### src/rtl/pwm_dec_pkg.sv
// Shared definitions for the PWM duty-cycle decoder.
//
// Contents:
//   DefaultDw   - default Dout width; the PWM period is 2**DW clocks
//   dec_state_e - decoder FSM states (idle acquisition, windowed measurement)

package pwm_dec_pkg;

    localparam int unsigned DefaultDw = 8;

    // One-hot codes so that any other pattern is detectably illegal and can be
    // steered back to idle.
    typedef enum logic [1:0] {
        StIdle    = 2'b01,
        StMeasure = 2'b10
    } dec_state_e;

endpackage

### src/rtl/pwm_sync.sv
// PWM input sampler and rising-edge detector.
//
// Build option: PWM_DEC_SYNC_EN
//   defined   - PWM input passes a 2-flop synchronizer (2-cycle latency to s)
//   undefined - PWM input is registered once (1-cycle latency to s); only for
//               sources already synchronous to clk_i
//
// Ports:
//   clk_i  - clock, rising edge
//   rst_i  - asynchronous active-high reset, clears every flop
//   pwm_i  - raw PWM input
//   s      - sampled PWM level
//   rise   - s is high this cycle and was low the cycle before

module pwm_sync (
    input  logic clk_i,
    input  logic rst_i,
    input  logic pwm_i,
    output logic s,
    output logic rise
);

    logic prev_q;

`ifdef PWM_DEC_SYNC_EN
    logic meta_q;
    logic sync_q;

    always_ff @(posedge clk_i or posedge rst_i) begin
        if (rst_i) begin
            meta_q <= 1'b0;
            sync_q <= 1'b0;
        end else begin
            meta_q <= pwm_i;
            sync_q <= meta_q;
        end
    end

    assign s = sync_q;
`else
    logic samp_q;

    always_ff @(posedge clk_i or posedge rst_i) begin
        if (rst_i) begin
            samp_q <= 1'b0;
        end else begin
            samp_q <= pwm_i;
        end
    end

    assign s = samp_q;
`endif

    // Edge-detect flop holds the previous sampled level.
    always_ff @(posedge clk_i or posedge rst_i) begin
        if (rst_i) begin
            prev_q <= 1'b0;
        end else begin
            prev_q <= s;
        end
    end

    assign rise = s & ~prev_q;

endmodule

### src/rtl/pwm_decoder.sv
// PWM duty-cycle decoder.
//
// Recovers the duty value D from a PWM stream that is high for the first D
// cycles of every 2**DW-cycle period. After acquisition the decoder counts high
// cycles over back-to-back 2**DW-cycle windows aligned to the source's rising
// edge and reports each window's count.
//
// Build option: PWM_DEC_SYNC_EN selects a 2-flop input synchronizer instead of
// a single sampling flop (see pwm_sync). Decoded values are the same in both
// builds; only absolute timing shifts by one cycle.
//
// Ports:
//   CLK    - clock, rising edge
//   aRSTin - asynchronous active-high reset
//   PWMin  - PWM input
//   Dout   - last decoded duty value (registered)
//   VALID  - one-cycle pulse when Dout is updated
//   LOCK   - high while windows are aligned to the source period
//   ERR    - one-cycle pulse on a protocol violation

module pwm_decoder
    import pwm_dec_pkg::*;
#(
    parameter int unsigned DW = DefaultDw
) (
    input  logic          CLK,
    input  logic          aRSTin,
    input  logic          PWMin,
    output logic [DW-1:0] Dout,
    output logic          VALID,
    output logic          LOCK,
    output logic          ERR
);

    // A full period's worth of cycles, i.e. 2**DW in DW+1 bits.
    localparam logic [DW:0]   FullCnt = {1'b1, {DW{1'b0}}};
    localparam logic [DW-1:0] LastWin = {DW{1'b1}};
    localparam logic [DW:0]   OneCnt  = {{DW{1'b0}}, 1'b1};
    localparam logic [DW-1:0] OneWin  = {{(DW-1){1'b0}}, 1'b1};

    logic s;
    logic rise;

    pwm_sync u_sync (
        .clk_i (CLK),
        .rst_i (aRSTin),
        .pwm_i (PWMin),
        .s     (s),
        .rise  (rise)
    );

    dec_state_e    state_q, state_d;
    logic [DW-1:0] win_q, win_d;      // index of the current cycle in the window
    logic [DW:0]   hi_q, hi_d;        // high cycles seen before the current cycle
    logic [DW:0]   run_q, run_d;      // idle: cycles already spent at run_lvl_q
    logic          run_lvl_q, run_lvl_d;
    logic [DW-1:0] dout_q, dout_d;
    logic          valid_q, valid_d;
    logic          lock_q, lock_d;
    logic          err_q, err_d;

    logic [DW:0]   hi_cur;            // window count including the current cycle
    logic [DW:0]   run_cur;           // run length including the current cycle

    assign hi_cur  = hi_q + {{DW{1'b0}}, s};
    assign run_cur = (s == run_lvl_q) ? (run_q + OneCnt) : OneCnt;

    always_comb begin
        state_d   = state_q;
        win_d     = win_q;
        hi_d      = hi_q;
        run_d     = run_q;
        run_lvl_d = run_lvl_q;
        dout_d    = dout_q;
        valid_d   = 1'b0;
        lock_d    = lock_q;
        err_d     = 1'b0;

        unique case (state_q)
            StIdle: begin
                if (rise) begin
                    // The rising cycle is window index 0 and already counts as high.
                    state_d   = StMeasure;
                    win_d     = OneWin;
                    hi_d      = OneCnt;
                    run_d     = '0;
                    run_lvl_d = s;
                end else begin
                    run_lvl_d = s;
                    if (run_cur == FullCnt) begin
                        run_d = '0;
                        if (s) begin
                            // Stuck high for a whole period: no frame to decode.
                            err_d  = 1'b1;
                            lock_d = 1'b0;
                        end else begin
                            // Low for a whole period is a valid duty of zero.
                            dout_d  = '0;
                            valid_d = 1'b1;
                            lock_d  = 1'b1;
                        end
                    end else begin
                        run_d = run_cur;
                    end
                end
            end

            StMeasure: begin
                if (rise && (win_q != '0)) begin
                    // Edge off the expected boundary: drop the window and realign
                    // on this edge.
                    err_d  = 1'b1;
                    lock_d = 1'b0;
                    win_d  = OneWin;
                    hi_d   = OneCnt;
                end else if (win_q == LastWin) begin
                    win_d   = '0;
                    hi_d    = '0;
                    valid_d = 1'b1;
                    if (hi_cur == FullCnt) begin
                        // Every cycle high cannot be a legal duty; saturate and flag.
                        dout_d = '1;
                        err_d  = 1'b1;
                        lock_d = 1'b0;
                    end else begin
                        dout_d = hi_cur[DW-1:0];
                        lock_d = 1'b1;
                    end
                end else begin
                    win_d = win_q + OneWin;
                    hi_d  = hi_cur;
                end
            end

            default: begin
                state_d   = StIdle;
                win_d     = '0;
                hi_d      = '0;
                run_d     = '0;
                run_lvl_d = 1'b0;
                lock_d    = 1'b0;
            end
        endcase
    end

    always_ff @(posedge CLK or posedge aRSTin) begin
        if (aRSTin) begin
            state_q   <= StIdle;
            win_q     <= '0;
            hi_q      <= '0;
            run_q     <= '0;
            run_lvl_q <= 1'b0;
            dout_q    <= '0;
            valid_q   <= 1'b0;
            lock_q    <= 1'b0;
            err_q     <= 1'b0;
        end else begin
            state_q   <= state_d;
            win_q     <= win_d;
            hi_q      <= hi_d;
            run_q     <= run_d;
            run_lvl_q <= run_lvl_d;
            dout_q    <= dout_d;
            valid_q   <= valid_d;
            lock_q    <= lock_d;
            err_q     <= err_d;
        end
    end

    assign Dout  = dout_q;
    assign VALID = valid_q;
    assign LOCK  = lock_q;
    assign ERR   = err_q;

endmodule

### config.mk
export PLATFORM = sky130hd
export DESIGN_NAME = pwm_decoder
export DESIGN_NICKNAME = d
export VERILOG_FILES = /design/src/rtl/pwm_dec_pkg.sv /design/src/rtl/pwm_sync.sv /design/src/rtl/pwm_decoder.sv
export SDC_FILE = /design/constraint.sdc
export NUM_CORES = 1
export LEC_CHECK = 0
export BUFFER_PORTS_ARGS = -buffer_cell sky130_fd_sc_hd__buf_2
export CORE_MARGIN = 2
export CORE_UTILIZATION = 55
export CTS_CLUSTER_SIZE = 12
export DETAILED_ROUTE_END_ITERATION = 10
export PLACE_DENSITY = 0.76
export SLEW_MARGIN = 20
export SYNTH_ARGS = -nofsm -noshare
export SYNTH_HDL_FRONTEND = slang
export SYNTH_SLANG_ARGS = --single-unit
### constraint.sdc
create_clock -name CLK -period 2.3 [get_ports CLK]
set_input_delay 0.46 -clock CLK [delete_from_list [all_inputs] [get_ports CLK]]
set_output_delay 0.46 -clock CLK [all_outputs]
set_load 0.01 [all_outputs]
==> flow_metrics.tcl <==
set metrics [dict create \
    crit_required_ns 2.49 \
    max_slew_margin_pct 69.4 \
    leakage_uw 0.00131 \
    arrival_ns 2.39 \
    finClkSkew_ns 0.00619 \
    fmax_mhz 455 \
    drive_gt1_share_pct 18.3 \
    synthArstFlopShare_pct 100 \
    path_class "register to register" \
    crit_chain "ha_2, ha_2, xnor2_1, and4_4, o221ai_4, a21oi_2, or3_1, a32o_1" \
    critPathMaxFanout 6 \
    nFillCells 395 \
    ys.warnings.count 0 \
    stdcell_area_mm2 0.00290 \
    syn_area_per_cell_um2 9.38 \
    io_pins 14 \
    ys_top_cells_by_count "dfrtp_1, o21ai_0, nand2_1" \
    nNetsFinal 310 \
    fin_tns_setup_ns 0 \
    crit_slowest_cell "dfrtp_2" \
    power_per_cell_area_mw_per_mm2 832 \
    clockBufferDepth 2 \
    place_area_mm2 0.00278 \
    ff_latch_area_mm2 0.00105 \
    rsz0062_at_grt "false" \
    dieArea_mm2 0.00542 \
    grt_use_total_pct 21.9 \
    core_area_mm2 0.00469 \
    tightestPinTransition_ns 0.455 \
    clkSlewWorstSetupHoldPaths_ns 0.08 \
    cts_made_buffers 5 \
    yosysMostFrequentCell "dfrtp_1" \
    synth.top_cells.by_area "dfrtp_1, o21ai_0, nand2_1" \
    first_pass_iters 4 \
    clk_latency_ns 0.30 \
    synth.distinct_cells 64 \
    die_w_um 73.6 \
    syn_nets 294 \
    multi_input_area_mm2 0.00144 \
    ant_nets 0 \
    area_growth_pct 8.78 \
    fp-row-count 25 \
    finalSetupViolations 0 \
    ir_drop_uv 680 \
    antenna_cells 0 \
    fin_crit_ns 2.20 \
    critPathCaptureType "register" \
    routed_via_density 6.15 \
    antenna_found_initial 0 \
    drt_wl_total_um 5490 \
    grt_pass1_vias 1965 \
    startpoint_type "register" \
    drc 0 \
    finalCritPeriodShare_pct 95.7 \
    htreeDepth 2 \
    hold_viol 0 \
    synth_ff_type "dfrtp_1" \
    drv_slew 0 \
    cts_num_sinks 42 \
    drt-wirelength-per-cell_um 15.5 \
    first_iter_violations 215 \
    maxCapViolCount 0 \
    synth_top_cell_by_area "dfrtp_1" \
    io_buffers 13 \
    root_buffer "clkbuf_8" \
    ys_seq_area_share_pct 39.5 \
    gp_congestion 0.898 \
    ys_ff_latch 42 \
    grt_max_degree 31 \
    synthesis.area_mm2 0.00266 \
    cts_tree "done" \
    route.vias.total 2185 \
    synth-edff-count 0 \
    chipHeight_um 73.6 \
    slowest_delay_ns 0.41 \
    place_hpwl_um 3930 \
    overflow 0 \
    status "completed" \
    initial_core_util_pct 56.8 \
    yosysTopAreaCellShare_pct 38.5 \
    path_common_cell "ha_2" \
    hold_class "primary input to register" \
    grt_pass1_wl_um 9170 \
    synthCells 284 \
]
[cell usage in the layout, fill, tap and decap left out, types with 5 or more instances in the layout]
master	count
buf_2	13
ha_1	5
nand2_1	30
nand3_1	18
xor2_1	5
o21ai_0	33
dfrtp_1	40
o31ai_1	10
inv_1	14
and3_1	7
nand4_1	5
a21oi_1	8
mux2i_1	7
buf_4	15
xnor2_1	7
nor2b_1	5
clkbuf_8	6
[where the power goes]
part           leakage [uW]  switching (uW)  total, uW  internal [uW]
Clock             0.0000482             254        496            242
Sequential         0.000570            68.3        890            822
Combinational      0.000691             602       1020            422
[timing repair]
action	4_1_cts	5_1_grt
resized for setup	0	1
setup buffers	0	2
setup endpoints to repair	0	6
endpoints found under the hold margin	1	0
hold buffers	1	0
[routing by layer]
metal,GRT usage [%],vias up,share of wire (%)
li1,-,1067,-
met1,30.7,1060,49
met2,33.2,50,46
met3,5.08,8,3.7
met4,7.88,0,1.7
met5,0,-,0
[flip-flops by register name, summed over array words and instances (netlist names)]
register,flops
ERR,1
run_q,9
win_q,8
hi_q,9
Dout,8
VALID,1
u_sync.s,1
LOCK,1
u_sync.prev_q,1
state_q,2
run_lvl_q,1
[area by class of cell]
class	instances	share of cell area (%)
tap	54	2.33
timing repair buffer	29	6.48
clock inverter	1	0.173
inverter	15	1.94
sequential	42	36.4
multi-input combinational	207	49.7
clock buffer	7	2.98
[path summary, 6_finish.rpt]
check	to	startpoint	slack, ns	cells after the start
min	u_sync.s	PWMin	0.29	1
max	Dout[7]	u_sync.s	0.1	8
min reg2reg	Dout[7]	Dout[7]	0.49	1
max reg2reg	Dout[7]	u_sync.s	0.1	8
max in group asynchronous	state_q[0]	aRSTin	1.23	4
min in group asynchronous	run_q[5]	aRSTin	0.54	3
[critical path: cells and delay by family, from the launching register on]
| kind | cells | cell delay [ns] |
|---|---|---|
| compound gates | 3 | 0.55 |
| xor+xnor | 1 | 0.13 |
| fa+ha+maj | 2 | 0.43 |
| flops | 1 | 0.41 |
| simple gates | 2 | 0.57 |
[metrics by stage]
| stage | std cells | utilization (%) | power (uW) | hold slack, ns | setup slack, ns |
|---|---|---|---|---|---|
| after global placement | 344 | 59.2 | 1890 | 0.306 | 0.100 |
| after detailed placement | 344 | 59.2 | 1900 | 0.306 | 0.0619 |
| final | 355 | 61.8 | 2410 | 0.286 | 0.100 |
| after global routing | 355 | 61.8 | 2570 | 0.274 | 0.00514 |
| after floorplan | 284 | - | 1640 | 0.457 | 0.0104 |
| after CTS | 353 | 61.4 | 2400 | 0.285 | 0.0439 |
[cell families after synthesis]
family / count (synthesis) / synth area share, %
adder cells (fa/ha/maj): 7 / 3.29
multiplexers: 8 / 3.05
AO/OA/AOI/OAI: 85 / 23.6
XOR/XNOR: 13 / 4.56
flip-flops: 42 / 39.5
buffers and inverters: 35 / 6.58
AND/OR/NAND/NOR: 94 / 19.4
(Power assumes the default switching activity.)
